==> config.mk <==
export PLATFORM = sky130hd
export DESIGN_NAME = chipmunk_loader_flat
export DESIGN_NICKNAME = d
export VERILOG_FILES = /design/src/rtl/chipmunk_loader_if.sv /design/src/rtl/chipmunk_loader.sv /design/src/flat_wrapper.sv
export SDC_FILE = /design/constraint.sdc
export NUM_CORES = 1
export LEC_CHECK = 0
export CAP_MARGIN = 20
export CORE_MARGIN = 2
export CORE_UTILIZATION = 50
export CTS_CLUSTER_SIZE = 25
export DETAILED_ROUTE_END_ITERATION = 8
export PLACE_DENSITY_LB_ADDON = 0.08
export SLEW_MARGIN = 10
export SYNTH_ARGS = -nofsm -noshare
export SYNTH_HDL_FRONTEND = slang
export SYNTH_SLANG_ARGS = --single-unit
==> constraint.sdc <==
create_clock -name clk -period 5.1 [get_ports clk]
set_input_delay 1.53 -clock clk [delete_from_list [all_inputs] [get_ports clk]]
set_output_delay 1.53 -clock clk [all_outputs]
set_load 0.01 [all_outputs]
==> src/rtl/chipmunk_loader_if.sv <==
// Byte-stream and memory-write bus between the chipmunk loader and its environment.
// A byte moves on every rising edge where inValid && inReady; the source holds inData
// stable while inValid is high, and inReady never waits on inValid.
interface chipmunk_loader_if #(
  parameter int addrSize = 12
);
  logic [7:0]          inData;
  logic                inValid;
  logic                inReady;
  logic [addrSize-1:0] memAddr;
  logic [7:0]          memData;
  logic                weMem;
  logic                memSel;

  modport master (
    input  inData, inValid,
    output inReady, memAddr, memData, weMem, memSel
  );

  modport slave (
    output inData, inValid,
    input  inReady, memAddr, memData, weMem, memSel
  );
endinterface

==> src/rtl/chipmunk_loader.sv <==
// Serial image loader: parses a length/address header, writes the payload to memory,
// verifies an 8-bit sum and then releases the CPU. Optional watchdog: LOADER_WATCHDOG_EN.
module chipmunk_loader #(
  parameter int addrSize    = 12,
  parameter int WDOG_CYCLES = 65535
) (
  input  logic                clk,
  input  logic                reset,
  input  logic                start,
  chipmunk_loader_if.master   bus,
  input  logic                cpuDone,
  output logic                cpuReset,
  output logic [addrSize-1:0] cpuStartPC,
  output logic                busy,
  output logic                runDone,
  output logic                loadError,
  output logic [1:0]          errCode,
  output logic [3:0]          dbgState
);

  typedef enum logic [3:0] {
    IDLE, LEN_LO, LEN_HI, ADR_LO, ADR_HI, DATA, CSUM, RUN, DONE, ERR
  } state_t;

  state_t              state;
  logic [7:0]          loByte;
  logic [7:0]          csum;
  logic [addrSize-1:0] lenCnt;
  logic [addrSize-1:0] curAddr;
  logic                accept;

`ifdef LOADER_WATCHDOG_EN
  localparam int WW = $clog2(WDOG_CYCLES + 1);
  logic [WW-1:0] wdogCnt;
  logic          wdogHit;
  assign wdogHit = (wdogCnt == WW'(WDOG_CYCLES - 1));
`endif

  // memSel spans the same states as inReady; the final payload write lands while in CSUM.
  assign bus.inReady = state inside {LEN_LO, LEN_HI, ADR_LO, ADR_HI, DATA, CSUM};
  assign bus.memSel  = state inside {LEN_LO, LEN_HI, ADR_LO, ADR_HI, DATA, CSUM};
  assign busy        = !(state inside {IDLE, DONE, ERR});
  assign dbgState    = state;
  assign accept      = bus.inValid && bus.inReady;

  always_ff @(posedge clk) begin
    if (!reset) begin
      state       <= IDLE;
      loByte      <= '0;
      csum        <= '0;
      lenCnt      <= '0;
      curAddr     <= '0;
      bus.memAddr <= '0;
      bus.memData <= '0;
      bus.weMem   <= 1'b1;
      cpuReset    <= 1'b0;
      cpuStartPC  <= '0;
      runDone     <= 1'b0;
      loadError   <= 1'b0;
      errCode     <= 2'b00;
`ifdef LOADER_WATCHDOG_EN
      wdogCnt     <= '0;
`endif
    end else begin
      bus.weMem <= 1'b1;
      cpuReset  <= 1'b0;
      case (state)
        IDLE, DONE, ERR: begin
          if (start) begin
            state     <= LEN_LO;
            runDone   <= 1'b0;
            loadError <= 1'b0;
            errCode   <= 2'b00;
            csum      <= '0;
          end
        end
        LEN_LO: if (accept) begin
          loByte <= bus.inData;
          state  <= LEN_HI;
        end
        LEN_HI: if (accept) begin
          lenCnt <= addrSize'({bus.inData, loByte});
          state  <= ADR_LO;
        end
        ADR_LO: if (accept) begin
          loByte <= bus.inData;
          state  <= ADR_HI;
        end
        ADR_HI: if (accept) begin
          curAddr    <= addrSize'({bus.inData, loByte});
          cpuStartPC <= addrSize'({bus.inData, loByte});
          state      <= (lenCnt == '0) ? CSUM : DATA;
        end
        DATA: if (accept) begin
          bus.memAddr <= curAddr;
          bus.memData <= bus.inData;
          bus.weMem   <= 1'b0;
          curAddr     <= curAddr + addrSize'(1);
          lenCnt      <= lenCnt - addrSize'(1);
          csum        <= csum + bus.inData;
          if (lenCnt == addrSize'(1)) state <= CSUM;
        end
        CSUM: if (accept) begin
          if (bus.inData == csum) begin
            state <= RUN;
`ifdef LOADER_WATCHDOG_EN
            wdogCnt <= '0;
`endif
          end else begin
            state     <= ERR;
            loadError <= 1'b1;
            errCode   <= 2'b01;
          end
        end
        RUN: begin
          // cpuReset only rises when the next cycle is still RUN, so it reads 0 on the
          // first RUN cycle and never leaks into DONE or ERR.
          if (cpuDone) begin
            state   <= DONE;
            runDone <= 1'b1;
          end
`ifdef LOADER_WATCHDOG_EN
          else if (wdogHit) begin
            state     <= ERR;
            loadError <= 1'b1;
            errCode   <= 2'b10;
          end else begin
            wdogCnt  <= wdogCnt + WW'(1);
            cpuReset <= 1'b1;
          end
`else
          else begin
            cpuReset <= 1'b1;
          end
`endif
        end
        default: state <= IDLE;
      endcase
    end
  end

endmodule

==> src/flat_wrapper.sv <==
// flat-port wrapper written by rule: the top's interface ports become plain ports
module chipmunk_loader_flat 
#(
  parameter int addrSize    = 12,
  parameter int WDOG_CYCLES = 65535
)
  (clk, reset, start, cpuDone, cpuReset, cpuStartPC, busy, runDone, loadError, errCode, dbgState, bus_inData, bus_inValid, bus_inReady, bus_memAddr, bus_memData, bus_weMem, bus_memSel);
  chipmunk_loader_if #(.addrSize(addrSize)) bus_i ();
  input  logic clk;
  input  logic reset;
  input  logic start;
  input  logic cpuDone;
  output logic cpuReset;
  output logic [addrSize-1:0] cpuStartPC;
  output logic busy;
  output logic runDone;
  output logic loadError;
  output logic [1:0] errCode;
  output logic [3:0] dbgState;
  input wire logic [$bits(bus_i.inData)-1:0] bus_inData;
  input wire logic [$bits(bus_i.inValid)-1:0] bus_inValid;
  output wire logic [$bits(bus_i.inReady)-1:0] bus_inReady;
  output wire logic [$bits(bus_i.memAddr)-1:0] bus_memAddr;
  output wire logic [$bits(bus_i.memData)-1:0] bus_memData;
  output wire logic [$bits(bus_i.weMem)-1:0] bus_weMem;
  output wire logic [$bits(bus_i.memSel)-1:0] bus_memSel;
  assign bus_i.inData = bus_inData;
  assign bus_i.inValid = bus_inValid;
  assign bus_inReady = bus_i.inReady;
  assign bus_memAddr = bus_i.memAddr;
  assign bus_memData = bus_i.memData;
  assign bus_weMem = bus_i.weMem;
  assign bus_memSel = bus_i.memSel;
  chipmunk_loader #(.addrSize(addrSize), .WDOG_CYCLES(WDOG_CYCLES)) u_core (.clk(clk), .reset(reset), .start(start), .bus(bus_i), .cpuDone(cpuDone), .cpuReset(cpuReset), .cpuStartPC(cpuStartPC), .busy(busy), .runDone(runDone), .loadError(loadError), .errCode(errCode), .dbgState(dbgState));
endmodule
==> metrics.md <==
| Metric | Value |
|---|---|
| Most instantiated library cell after synthesis | nand2_1 |
| Max incr delay on CP | between 500 and 600 ps |
| CP cell instances | clkdlybuf4s50_1 -> ha_1 -> or4_1 -> or4_4 -> nor2_2 -> a21o_1 -> a32o_1 |
| Row count | 32 |
| Vias in the first global route | between 3k and 4k |
| Die Wd | between 90 and 100 um |
| Final Net Count | approximately 560 |
| Top-area cell type share of the netlist area | roughly 40% |
| CP Depth | 7 |
| HPWL after detailed placement | roughly 6.9 mm |
| Vias per std cell | 5.914 |
| WL final | 10.32 mm |
| Leakage | about 1.6 nW |
| Gr ovfl total | 0 |
| Post-CTS Setup Bufs | 0 |
| CTS tree | done |
| Clk_lat worst skew | 360 ps |
| RD Place Congestion | ~0.9 |
| DP Cell Count | around 620 |
| Hold crit path type | register to register |
| Crit path capture type | register |
| Avg Inst Size Synth | between 8 and 9 um2 |
| Core ar. | just under 8000 um2 |
| Synth cell types | 67 |
| Area Overhead vs Synth | 20.03% |
| Die H | just over 90 um |
| Bufs on Longest Clock Path | 2 |
| Area contributors post-synth | dfxtp_1 40%, a21oi_1 8.6%, nand2_1 7.7% |
| Number of max-cap violations | 0 |
| CTS Root Buffer Type | clkbuf_8 |
| Slew headroom | a little under half |
| Wire per inst | approximately 16 um |
| Slew Limit Fails | 0 |
| Setup TNS Final | 0 ps |
| Mapped Cells | approximately 490 |
| Fin crit share | ~72% |
| # resized after CTS | 0 |
| CTS buffer count | 9 |
| Die ar. | a little under 9000 um2 |
| Layout cells sized above 1 | around 7.5% |
| Drt pass-1 iters | 5 |
| CTS clk-pin slew, worst paths | approximately 90 ps |
| Worst path buffer plus inverter count | 1 |
| Final setup fails | 0 |
| RSZ-0062 raised after global routing | false |
| I/O Pins | 58 |
| Initial antenna violation count | 0 |
| Startpoint class of the critical path | input port |
| Register area share after synthesis | 40.38% |
| Reg-to-Reg Start | u_core.dbgState[2] |
| Async set-reset flop share out of synthesis | 0% |
| Peak supply drop | ~150 uV |
| Critical path class | input port to register |
| DR iter-0 viols | between 200 and 300 |
| Worst-Margin Slew | between 800 and 900 ps |
| Status | finished clean |
| Hold buffers post-CTS | 0 |
| Crit-path slowest cell | clkdlybuf4s50_1 |
| Detail Route Antenna Nets | 0 |
| Buffers on Ports | 56 |
| Area of the mapped netlist | 3966 um2 |
| Final Non-Filler Cells | about 640 |
| CP top delay family | simple AND/OR/NAND/NOR gates |
| Synth top cells by count | 81 x nand2_1, 80 x dfxtp_1, 68 x a21oi_1 |
| Worst Setup EP | u_core.dbgState[1] |
| Seq cells post-synth | 80 |
| H-tree depth | 3 |
| GRT Util Overall | 24.66% |
| First-pass GRT wire length | 16.91 mm |
| Power per standard cell area | roughly 350 nW/um2 |
| Final Hold Fails | 0 |
| Critical Path AT | around 4000 ps |
| Crit path time final | about 3700 ps |
| Via Count | about 3.8k |
| Syn_nets | 518 |
| R2R cell count | 5 |
| Diode count | 0 |
| Synth area leader | dfxtp_1 |
| Worst Setup SP | bus_inData[3] |
| Crit-path max FO | 6 |
| CP Data Required Time | approximately 5400 ps |
| Achievable Freq | between 0.2 and 0.3 GHz |
| Initial Utilization | between 50% and 60% |
| Post-synth EDFFs | 0 |
| Synth warn | 0 |
| Main flop type after synthesis | dfxtp_1 |
| Drt drc | 0 |
| Clock sink count | 80 |
| Clk_skew | 8.305 ps |
| FF-to-FF End | u_core.bus.memAddr[0] |
| Largest net degree at the start of global routing | between 40 and 50 |
| R2R Setup Slk | ~2600 ps |
per-layer routing:
layer	vias up	wire length, um	global-route usage, %
met5	-	0	0
met4	0	163	8.701
met3	11	593	4.110
met2	143	4614	38.47
met1	1780	4943	34.57
li1	1839	-	-
how the worst min path moves through the flow:
stage | from | to | slack [ps] | cells past startpoint
2_1_floorplan | u_core.csum[0] | u_core.csum[0] | 440 | 2
4_1_cts | u_core.bus.memAddr[3] | u_core.bus.memAddr[3] | 460 | 2
6_report | u_core.bus.memAddr[3] | u_core.bus.memAddr[3] | 460 | 2
3_3_place_gp | u_core.bus.memAddr[0] | u_core.bus.memAddr[0] | 440 | 2
5_1_grt | u_core.bus.memData[7] | u_core.bus.memData[7] | 480 | 2
3_5_place_dp | u_core.bus.memAddr[3] | u_core.bus.memAddr[3] | 450 | 2
logic make-up after synthesis:
logic type               count (synthesis)  share of synthesized area [%]
AO/OA/AOI/OAI                          144                          22.97
other                                    1                        0.09455
buffers and inverters                   43                          4.763
multiplexers                             8                          2.019
adder cells (fa/ha/maj)                 11                          3.659
flip-flops                              80                          40.38
XOR/XNOR                                 4                         0.8834
AND/OR/NAND/NOR                        203                          25.24
power breakdown:
group	internal (mW)	switching [mW]	total, mW
Combinational	0.206	0.229	0.435
Clock	0.278	0.243	0.522
Sequential	0.658	0.0678	0.726
flip-flops by register name (all words and copies together), names as in the netlist, 4 cells and up:
| name | cells |
|---|---|
| u_core.bus.memAddr | 12 |
| u_core.cpuStartPC | 12 |
| u_core.curAddr | 12 |
| u_core.lenCnt | 12 |
| u_core.bus.memData | 8 |
| u_core.csum | 8 |
| u_core.loByte | 8 |
| u_core.dbgState | 4 |
cells in the final DEF, fill, tap and decap left out, types with 7 or more instances in the layout:
cell,count
nand2_1,81
mux2i_1,8
ha_1,10
clkbuf_8,9
a21oi_1,68
nor2_1,44
dfxtp_1,80
nand3_1,20
o21ai_0,20
buf_4,7
clkdlybuf4s50_1,56
per-stage QoR:
| step | power (mW) | cell area [um2] | worst slack [ps] | hold slack [ps] | util, % |
|---|---|---|---|---|---|
| 3_3_place_gp | 1.159 | 4541 | 1138 | 442.5 | 59.07 |
| 2_1_floorplan | 1.033 | 3966 | 1828 | 435.6 | - |
| 4_1_cts | 1.686 | 4761 | 1441 | 458.9 | 61.93 |
| 5_1_grt | 1.760 | 4761 | 1302 | 481.7 | 61.93 |
| 6_report | 1.683 | 4761 | 1419 | 456.6 | 61.93 |
| 3_5_place_dp | 1.168 | 4541 | 1067 | 446.3 | 59.07 |
worst reg2reg max path, stage by stage, from the launching register on:
cell and delay (ps):
dfxtp_1 680, nand3_1 620, nor2_1 600, buf_4 340, nand2_1 90, a21oi_1 120
final cells by class:
cell class / instances / area, um2
Sequential cell: 80 / 1602
Inverter: 6 / 22.52
Multi-Input combinational cell: 371 / 2176
Fill cell: 719 / 2927
Clock buffer: 10 / 127.6
Clock inverter: 6 / 92.59
Timing Repair Buffer: 63 / 613.1
Tap cell: 102 / 127.6
Power figures use the tool's default switching activity.
